### config.mk
export PLATFORM = sky130hd
export DESIGN_NAME = wb_port_arbiter
export DESIGN_NICKNAME = d
export VERILOG_FILES = /design/src/rtl/wb_pkg.sv /design/src/rtl/wb_starve_fsm.sv /design/src/rtl/wb_port_arbiter.sv
export SDC_FILE = /design/constraint.sdc
export NUM_CORES = 1
export LEC_CHECK = 0
export ABC_CLOCK_PERIOD_IN_PS = 1800
export BUFFER_PORTS_ARGS = -buffer_cell sky130_fd_sc_hd__buf_4
export CAP_MARGIN = 20
export CELL_PAD_IN_SITES_DETAIL_PLACEMENT = 1
export CELL_PAD_IN_SITES_GLOBAL_PLACEMENT = 2
export CORE_MARGIN = 1
export CORE_UTILIZATION = 21
export CTS_CLUSTER_SIZE = 14
export DETAILED_ROUTE_END_ITERATION = 8
export HOLD_SLACK_MARGIN = 0.03
export PLACE_DENSITY = 0.78
export SKIP_CTS_REPAIR_TIMING = 1
export SYNTH_ARGS = -nofsm -noshare
export SYNTH_HDL_FRONTEND = slang
export SYNTH_HIERARCHICAL = 1
export SYNTH_SLANG_ARGS = --single-unit
### constraint.sdc
create_clock -name clk -period 1.8 [get_ports clk]
set_clock_uncertainty 0.05 [all_clocks]
set_input_delay 0.09 -clock clk [delete_from_list [all_inputs] [get_ports clk]]
set_output_delay 0.09 -clock clk [all_outputs]
set_load 0.03 [all_outputs]
### src/rtl/wb_pkg.sv
`timescale 1ns/1ps
`default_nettype none
// ============================================================================
// Module      : wb_pkg
// Description : Shared types and constants for the writeback port arbiter.
// Revision    : 1.0 - initial release
// ============================================================================
package wb_pkg;

    localparam int c_WIDTH_DFLT  = 32;
    localparam int c_ADDR_W_DFLT = 7;
    localparam int c_ZERO_REG    = 0;

    // Bit positions inside the two-bit HI/LO enable vectors
    localparam int HILO_HI = 1;
    localparam int HILO_LO = 0;

    typedef enum logic [1:0] {
        ST_IDLE  = 2'd0,
        ST_WAIT  = 2'd1,
        ST_STALL = 2'd2
    } wb_state_e;

endpackage
`default_nettype wire

### src/rtl/wb_starve_fsm.sv
`timescale 1ns/1ps
`default_nettype none
// ============================================================================
// Module      : wb_starve_fsm
// Description : Counts cycles a secondary writer stays blocked; requests stall.
// Revision    : 1.0 - initial release
// ============================================================================
module wb_starve_fsm
    import wb_pkg::*;
#(
    parameter int WAIT_MAX = 4
) (
    input  logic clk,
    input  logic rst_n,
    input  logic pending,
    input  logic granted,
    output logic stall_req
);

    localparam int c_CNT_W = $clog2(WAIT_MAX + 1);
    localparam logic [c_CNT_W-1:0] c_CNT_MAX = c_CNT_W'(WAIT_MAX);
    localparam logic [c_CNT_W-1:0] c_CNT_ONE = c_CNT_W'(1);

    wb_state_e          r_state;
    logic [c_CNT_W-1:0] r_cnt;
    logic [c_CNT_W-1:0] w_cnt_inc;

    assign w_cnt_inc = (r_cnt == c_CNT_MAX) ? r_cnt : r_cnt + c_CNT_ONE;

    // stall_req is set on the same edge that enters STALL so it shows one cycle later
    always_ff @(posedge clk or negedge rst_n) begin
        if (!rst_n) begin
            r_state   <= ST_IDLE;
            r_cnt     <= '0;
            stall_req <= 1'b0;
        end else begin
            case (r_state)
                ST_IDLE: begin
                    if (pending) begin
                        r_cnt <= c_CNT_ONE;
                        if (c_CNT_ONE == c_CNT_MAX) begin
                            r_state   <= ST_STALL;
                            stall_req <= 1'b1;
                        end else begin
                            r_state <= ST_WAIT;
                        end
                    end
                end
                ST_WAIT: begin
                    if (granted || !pending) begin
                        r_state <= ST_IDLE;
                        r_cnt   <= '0;
                    end else begin
                        r_cnt <= w_cnt_inc;
                        if (w_cnt_inc == c_CNT_MAX) begin
                            r_state   <= ST_STALL;
                            stall_req <= 1'b1;
                        end
                    end
                end
                ST_STALL: begin
                    if (granted || !pending) begin
                        r_state   <= ST_IDLE;
                        r_cnt     <= '0;
                        stall_req <= 1'b0;
                    end
                end
                default: begin
                    r_state   <= ST_IDLE;
                    r_cnt     <= '0;
                    stall_req <= 1'b0;
                end
            endcase
        end
    end

endmodule
`default_nettype wire

### src/rtl/wb_port_arbiter.sv
`timescale 1ns/1ps
`default_nettype none
// ============================================================================
// Module      : wb_port_arbiter
// Description : Shares RF and HI/LO write ports between pipeline, md and excp.
// Revision    : 1.0 - initial release
// ============================================================================
module wb_port_arbiter
    import wb_pkg::*;
#(
    parameter int WIDTH    = c_WIDTH_DFLT,
    parameter int ADDR_W   = c_ADDR_W_DFLT,
    parameter int WAIT_MAX = 4
) (
    input  logic                 clk,
    input  logic                 rst_n,
    input  logic                 pipe_we,
    input  logic [ADDR_W-1:0]    pipe_waddr,
    input  logic [WIDTH-1:0]     pipe_wdata,
    input  logic [1:0]           pipe_hilo_we,
    input  logic [2*WIDTH-1:0]   pipe_hilo_wdata,
    input  logic                 md_valid,
    output logic                 md_ready,
    input  logic                 md_gpr_we,
    input  logic [ADDR_W-1:0]    md_waddr,
    input  logic [1:0]           md_hilo_we,
    input  logic [2*WIDTH-1:0]   md_wdata,
    input  logic                 excp_valid,
    output logic                 excp_ready,
    input  logic [ADDR_W-1:0]    excp_waddr,
    input  logic [WIDTH-1:0]     excp_wdata,
    output logic                 rf_we,
    output logic [ADDR_W-1:0]    rf_waddr,
    output logic [WIDTH-1:0]     rf_wdata,
    output logic [1:0]           hilo_we,
    output logic [2*WIDTH-1:0]   hilo_wdata,
    output logic                 stall_req,
    output logic                 md_drop
);

    logic w_rf_busy;
    logic w_hilo_busy;
    logic w_md_hit;
    logic w_md_ok;
    logic w_ex_ok;
    logic w_ex_gnt;
    logic w_md_gnt;
    logic w_md_gpr_wr;
    logic w_pending;
    logic w_granted;
    logic r_rr_excp;

    assign w_rf_busy   = pipe_we && (pipe_waddr != ADDR_W'(c_ZERO_REG));
    assign w_hilo_busy = |pipe_hilo_we;

    // A same-address pipeline write is younger, so it satisfies the md GPR need
    assign w_md_hit = md_valid && md_gpr_we && w_rf_busy && (md_waddr == pipe_waddr);
    assign w_md_ok  = md_valid
                   && (!(|md_hilo_we) || !w_hilo_busy)
                   && (!md_gpr_we || !w_rf_busy || w_md_hit);
    assign w_ex_ok  = excp_valid && !w_rf_busy;

    assign w_ex_gnt    = rst_n && w_ex_ok && (!w_md_ok || r_rr_excp);
    assign w_md_gnt    = rst_n && w_md_ok && !w_ex_gnt;
    assign w_md_gpr_wr = w_md_gnt && md_gpr_we && !w_md_hit;

    assign md_ready   = w_md_gnt;
    assign excp_ready = w_ex_gnt;
    assign md_drop    = w_md_gnt && w_md_hit;

    assign w_pending = (excp_valid && !w_ex_gnt) || (md_valid && !w_md_gnt);
    assign w_granted = w_ex_gnt || w_md_gnt;

    always_ff @(posedge clk or negedge rst_n) begin
        if (!rst_n) begin
            r_rr_excp  <= 1'b1;
            rf_we      <= 1'b0;
            rf_waddr   <= '0;
            rf_wdata   <= '0;
            hilo_we    <= 2'b00;
            hilo_wdata <= '0;
        end else begin
            if (w_ex_gnt) begin
                r_rr_excp <= 1'b0;
            end else if (w_md_gnt) begin
                r_rr_excp <= 1'b1;
            end

            if (w_rf_busy) begin
                rf_we    <= 1'b1;
                rf_waddr <= pipe_waddr;
                rf_wdata <= pipe_wdata;
            end else if (w_ex_gnt) begin
                rf_we    <= 1'b1;
                rf_waddr <= excp_waddr;
                rf_wdata <= excp_wdata;
            end else if (w_md_gpr_wr) begin
                rf_we    <= 1'b1;
                rf_waddr <= md_waddr;
                rf_wdata <= md_wdata[WIDTH-1:0];
            end else begin
                rf_we    <= 1'b0;
                rf_waddr <= '0;
                rf_wdata <= '0;
            end

            if (w_hilo_busy) begin
                hilo_we    <= pipe_hilo_we;
                hilo_wdata <= pipe_hilo_wdata;
            end else if (w_md_gnt && (|md_hilo_we)) begin
                hilo_we    <= md_hilo_we;
                hilo_wdata <= md_wdata;
            end else begin
                hilo_we    <= 2'b00;
                hilo_wdata <= '0;
            end
        end
    end

    wb_starve_fsm #(
        .WAIT_MAX (WAIT_MAX)
    ) u_starve (
        .clk       (clk),
        .rst_n     (rst_n),
        .pending   (w_pending),
        .granted   (w_granted),
        .stall_req (stall_req)
    );

endmodule
`default_nettype wire

Yosys cells after proc, flatten, opt, wreduce, memory -nomap -nowiden
Cells that the tools add are included.
{"block": "totals", "wordCells": 91, "reg_bits": 113, "out_inout_bits": 110, "input_bits": 223}
{"block": "classes", "muxes": 29, "add_sub_neg": 1, "n_reduce_logical": 41, "bitwise_logic": 1, "eq_ne": 10}
{"op": "$mux 64", "n": 2}
{"op": "$mux 32", "n": 3}
{"op": "$mux 7", "n": 3}
{"op": "$logic_and 1x1->1", "n": 17}
{"op": "$mux 2", "n": 6}
{"op": "$mux 3", "n": 4}
{"op": "$logic_not 1->1", "n": 9}
{"op": "$pmux 3 s3", "n": 1}
{"op": "$mux 1", "n": 8}
{"op": "$eq 7x7->1", "n": 1}
{"op": "$logic_or 1x1->1", "n": 7}
{"op": "$reduce_bool 7->1", "n": 1}
{"op": "$eq 3x3->1 const B", "n": 2}
{"op": "$ne 2x1->1 const B", "n": 3}
{"op": "$pmux 2 s3", "n": 1}
{"op": "$reduce_and 4->1", "n": 1}
{"op": "$reduce_or 2->1", "n": 2}
{"op": "$add 3x1->3 const B", "n": 1}
{"op": "$ne 3x1->1 const B", "n": 1}
{"op": "$pmux 1 s3", "n": 1}
{"op": "$reduce_and 3->1", "n": 1}
{"op": "$eq 2x1->1 const B", "n": 1}
{"op": "$eq 2x2->1 const B", "n": 1}
{"op": "$logic_not 2->1", "n": 1}
{"op": "other kinds (4)", "n": 4}

Longest topological paths before layout
{"block": "depth", "ltp_word": 18, "depth_mapped": 9, "depth_no_buf": 7}

By module
The synthesis kept the hierarchy.
{"mod": "wb_port_arbiter", "n_inst": 1, "cells_per_inst": 461, "area_each_um2": 4777.1}
{"mod": "wb_starve_fsm", "n_inst": 1, "cells_per_inst": 40, "area_each_um2": 370.4}

Worst setup path after synthesis
Ideal clock, no wire load.
{"block": "synth_path", "path_kind": "in2reg", "start": "in pipe_waddr[0]", "end": "reg u_starve.r_cnt[0]", "path_buffers": 2, "arrival_time_ps": 2141, "path_slack_ps": -517, "stages": 9, "cell_sequence": "or4_4 > o21ai_2 > a211oi_2 > buf_4 > buf_6 > o21ai_0 > nand2b_1 > o21ai_0 > a221o_1"}
{"item": "start, declared", "line": "wb_port_arbiter.sv:18", "source": "input logic [ADDR_W-1:0] pipe_waddr,"}
{"item": "$reduce_bool 7->1", "line": "wb_port_arbiter.sv:53", "source": "assign w_rf_busy = pipe_we && (pipe_waddr != ADDR_W'(c_ZERO_REG));"}
{"item": "$logic_and 1x1->1", "line": "wb_port_arbiter.sv:53"}
{"item": "$logic_not 1->1 / $logic_and 1x1->1 (equally long branches)", "line": "wb_port_arbiter.sv:60, wb_port_arbiter.sv:61, wb_port_arbiter.sv:57"}
{"item": "$logic_or 1x1->1 / $logic_and 1x1->1 (equally long branches)", "line": "wb_port_arbiter.sv:60, wb_port_arbiter.sv:57"}
{"item": "$logic_or 1x1->1", "line": "wb_port_arbiter.sv:60", "source": "&& (!md_gpr_we || !w_rf_busy || w_md_hit);"}
{"item": "$logic_and 1x1->1", "line": "wb_port_arbiter.sv:60"}
{"item": "$logic_not 1->1", "line": "wb_port_arbiter.sv:63", "source": "assign w_ex_gnt = rst_n && w_ex_ok && (!w_md_ok || r_rr_excp);"}
{"item": "$logic_or 1x1->1", "line": "wb_port_arbiter.sv:63"}
{"item": "$logic_and 1x1->1", "line": "wb_port_arbiter.sv:63"}
{"item": "$logic_not 1->1", "line": "wb_port_arbiter.sv:64", "source": "assign w_md_gnt = rst_n && w_md_ok && !w_ex_gnt;"}
{"item": "$logic_and 1x1->1", "line": "wb_port_arbiter.sv:64"}
{"item": "$logic_or 1x1->1 (*)", "line": "wb_port_arbiter.sv:72", "source": "assign w_granted = w_ex_gnt || w_md_gnt;"}
{"item": "named net w_granted", "line": "wb_port_arbiter.sv:50", "source": "logic w_granted;"}
{"item": "$logic_or 1x1->1 (*)", "line": "wb_starve_fsm.sv:50, wb_starve_fsm.sv:62"}
{"item": "$mux 3 / $ne 2x1->1 (equally long branches)"}
{"item": "$pmux 3 s3 / $reduce_and 2->1 (equally long branches)"}
{"item": "end signal, assigned", "line": "wb_starve_fsm.sv:40", "source": "r_cnt <= c_CNT_ONE;"}
{"item": "end signal, assigned", "line": "wb_starve_fsm.sv:54", "source": "r_cnt <= w_cnt_inc;"}
{"item": "end, declared", "line": "wb_starve_fsm.sv:25", "source": "logic [c_CNT_W-1:0] r_cnt;"}
Mark *: on every way through the listed nets, which the timed path passes. The rest lies on a longest branch.
A chain may end at the register's enable or synchronous reset.

Final worst setup path
{"block": "layout_path", "start": "reg r_rr_excp", "end": "reg u_starve.r_cnt[0]"}
{"block": "layout_via", "elab_chain_cells": 11}
{"item": "start, declared", "line": "wb_port_arbiter.sv:51", "source": "logic r_rr_excp;"}
{"item": "start signal, assigned", "line": "wb_port_arbiter.sv:76", "source": "r_rr_excp <= 1'b1;"}
{"item": "start signal, assigned", "line": "wb_port_arbiter.sv:84", "source": "r_rr_excp <= 1'b0;"}
{"item": "start signal, assigned", "line": "wb_port_arbiter.sv:86", "source": "r_rr_excp <= 1'b1;"}
{"item": "$logic_or 1x1->1 (*)", "line": "wb_port_arbiter.sv:63"}
{"item": "$logic_and 1x1->1 (*)", "line": "wb_port_arbiter.sv:63"}
{"item": "$logic_not 1->1 (*)", "line": "wb_port_arbiter.sv:64, wb_port_arbiter.sv:71"}
{"item": "$logic_and 1x1->1", "line": "wb_port_arbiter.sv:64"}
{"item": "$logic_not 1->1", "line": "wb_port_arbiter.sv:71", "source": "assign w_pending = (excp_valid && !w_ex_gnt) || (md_valid && !w_md_gnt);"}
{"item": "$logic_and 1x1->1", "line": "wb_port_arbiter.sv:71"}
{"item": "$logic_or 1x1->1 (*)", "line": "wb_port_arbiter.sv:71"}
{"item": "named net w_pending", "line": "wb_port_arbiter.sv:49", "source": "logic w_pending;"}
{"item": "$logic_not 1->1", "line": "wb_starve_fsm.sv:50, wb_starve_fsm.sv:62"}
{"item": "$logic_or 1x1->1", "line": "wb_starve_fsm.sv:50, wb_starve_fsm.sv:62"}
{"item": "$mux 3 / $ne 2x1->1 (equally long branches)"}
{"item": "$pmux 3 s3 / $reduce_and 2->1 (equally long branches)"}
Marks and branches as above.

==> reports/qor.yml <==
logic_synthesis:
  synthDistinctLibCells: 44
  synthArstFlopShare_pct: 100.0
  yosys_warnings: 6
  synth_edf_count: 0
  ys_ff_latch: 113
  synth_sequential_area_ratio_pct: 54.96
  synth.cell_area_mm2: 0.005147
  ys.flop_type: "sky130_fd_sc_hd__dfrtp_1"
  postSynthAreaPerCell_um2: 10.27
  syn-instance-count: 501
  mappedNetlistNets: 726
layout:
  fillerInstances: 2601
  finalNetCount: 1307
  utilization_pct: 47.22
  final_design_instance_area_without_fill_mm2: 0.01122
  drive_gt1_share_pct: 40.18
  mostFrequentLayoutCells: "sky130_fd_sc_hd__buf_4 (371), sky130_fd_sc_hd__dlygate4sd3_1 (215), sky130_fd_sc_hd__nand2_1 (134)"
  layoutNonFillerInstCount: 1416
  areaGrowthSynthToFinish_pct: 117.9
  most_common_library_cell_in_the_layout_ignoring_fill_and_taps: "sky130_fd_sc_hd__buf_4"
clock_tree:
  clock_tree_from_tritoncts: "built"
  cts_root_buffer: "sky130_fd_sc_hd__clkbuf_16"
  clk_path_buf_depth: 2
  cts.clk_slew.worst_paths_ps: 60
  cts_max_level: 4
  cts_made_buffers: 17
  clock_sink_count: 113
  worstSkewPairLatency_ps: 410
routing:
  route.detailed.wl_per_inst_um: 19.81
  detail_route.wirelength_um: 28060
  antenna_violating_nets_post_route: 0
  drt_pass1_iterations: 4
  residual_drc: 0
  total_vias_in_the_final_route: 6459
  vias_per_cell: 4.561
  detail_route.iter0.violations: 175
placed_design:
  io_buffers: 332
  placement.cell_area_mm2: 0.008308
  routabilityCongestion: 0.7781
  numPlacedInstances: 1155
  post-dp-hpwl_um: 17250
  place_ws_ps: -439.3
setup_path:
  critical_path_class: "reg2reg"
  worstSetupEndpointType: "flip-flop"
  worstSetupStartpointType: "flip-flop"
  timing.critical_path.arrival_ps: 2260
  worst_path_dominant_cell_family: "compound AO/OA/AOI/OAI gates"
  timing.critical_path.fanout_max: 5
  timing.critical_path.cells: "inv_2 > a31o_4 > nand2b_4 > a221o_1 > nand2b_4 > o21ai_2 > a221o_1"
  worst-path-buf-inv: 1
  critical-path-slowest-cell: "sky130_fd_sc_hd__dfstp_2"
  rrSetupSlack_ps: -220
  ff2ff_path_depth: 7
  rr_endpoint: "u_starve/r_cnt[0]$_DFFE_PN0P_"
  worstReg2RegStart: "r_rr_excp$_DFFE_PN1P_"
  timing.critical_path.required_ps: 2050
  critPathMaxStageDelay_ps: 530
hold_path:
  hold_end: "r_rr_excp$_DFFE_PN1P_"
  hold_path.startpoint: "excp_valid"
  min-delay-path-class: "in2reg"
  timing.hold.worst_path_depth: 4
timing:
  fin_crit_ps: 2018
  achievable-frequency_mhz: 495.6
  postLayoutSetupSlackWorst_ps: -217.6
  hold-worst-slack_ps: 52.59
  period_share_pct: 112.1
  setup_repair_after_global_routing_missed_its_margin: "true"
  worstMarginPinSlew_ps: 822.5
  maxSlewViolCount: 0
  setup_violations: 13
  timing_hold_violations_final: 0
  timing.setup.tns_ps: -1409
  timing.slew.headroom_pct: 45.17
grt:
  overall_global_routing_usage_pct: 18.37
  grt_antenna_before_repair: 2
  grt_pass1_wl_um: 34150
  first_global_vias: 5825
  final_global_route_overflow_total: 0
  grt_start_max_net_pins: 65
flow_run:
  maxCapViolCount: 0
power:
  pwr_density_cell_mw_per_mm2: 772.4
  worst_ir_drop_vdd_v: 0.0004619
  leakage_nw: 5.294
  power.total_mw: 8.664
run_status:
  run_status: "finished, violations left"
  violated_checks: "negative setup slack"
die:
  row_count: 56
  core_region_area_mm2: 0.02375
  start_util_pct: 21.67
  die_h_um: 158.6
  die-area_mm2: 0.02514
  io_pins: 333
  dieWidth_um: 158.6
-- worst max path at each step --
stage                                      from  cells after the start                             to
final                     r_rr_excp$_DFFE_PN1P_                      7  u_starve/r_cnt[0]$_DFFE_PN0P_
after global routing      r_rr_excp$_DFFE_PN1P_                      8  u_starve/r_cnt[2]$_DFFE_PN0P_
after global placement            pipe_waddr[5]                      9  u_starve/r_cnt[2]$_DFFE_PN0P_
after floorplan                   pipe_waddr[0]                      7  u_starve/r_cnt[2]$_DFFE_PN0P_
after detailed placement          pipe_waddr[5]                      9  u_starve/r_cnt[1]$_DFFE_PN0P_
after CTS                 r_rr_excp$_DFFE_PN1P_                      6                       md_ready
-- registers in the layout, indices dropped and copies added, names as in the netlist --
name and count:
u_starve/r_state 2, hilo_we 2, u_starve/r_cnt 3, rf_wdata 32
rf_waddr 7, u_starve/stall_req 1, r_rr_excp 1, hilo_wdata 64
rf_we 1
-- cells by family after synthesis --
logic type,Yosys count,synth area share (%)
fa+ha+maj,2,0.4861
buf+inv,49,4.497
compound gates,132,21.10
flops,113,54.96
xor+xnor,7,1.191
simple gates,198,17.77
-- per-layer routing --
metal | global-route usage (%) | wire, um | up-vias
met4 | 5.449 | 497 | 0
met5 | 0 | 0 | -
met3 | 7.267 | 2066 | 35
met2 | 31.73 | 14610 | 273
li1 | - | - | 2956
met1 | 20.75 | 10890 | 3195
-- area by class of cell --
class	instances	area (um^2)	share of cell area, %
clock buffers	19	432.9	3.859
repair buffers	600	5160	46.00
inverters	11	43.79	0.3904
diodes	2	5.005	0.04462
flip-flops and latches	113	2829	25.22
clock inverters	13	113.9	1.015
multi-input cells	339	2233	19.91
well taps	319	399.1	3.558
-- synth_stat cells, types with 4 or more instances --
master,count,area [um^2]
sky130_fd_sc_hd__a21oi_1,5,25.02
sky130_fd_sc_hd__a221o_1,41,410.4
sky130_fd_sc_hd__and2_0,32,200.2
sky130_fd_sc_hd__and2_1,7,43.79
sky130_fd_sc_hd__buf_2,11,55.05
sky130_fd_sc_hd__clkbuf_1,21,78.83
sky130_fd_sc_hd__dfrtp_1,112,2803
sky130_fd_sc_hd__inv_1,10,37.54
sky130_fd_sc_hd__nand2_1,134,503.0
sky130_fd_sc_hd__nand2b_1,5,31.28
sky130_fd_sc_hd__nor2_1,4,15.01
sky130_fd_sc_hd__o31ai_1,64,480.5
sky130_fd_sc_hd__xor2_1,7,61.31
-- where the power goes --
part           total [mW]  switching, mW  internal, mW
Combinational        2.57           1.27          1.30
Clock                3.18           1.28          1.90
Sequential           2.91          0.140          2.77
Total                8.66           2.70          5.97
-- worst reg2reg max path, stage by stage (launching register included) --
cell,delay (ps)
sky130_fd_sc_hd__dfstp_2,530
sky130_fd_sc_hd__inv_2,40
sky130_fd_sc_hd__a31o_4,200
sky130_fd_sc_hd__nand2b_4,130
sky130_fd_sc_hd__a221o_1,410
sky130_fd_sc_hd__nand2b_4,130
sky130_fd_sc_hd__o21ai_2,60
sky130_fd_sc_hd__a221o_1,350
No activity file was read; power rests on OpenSTA's default activity.
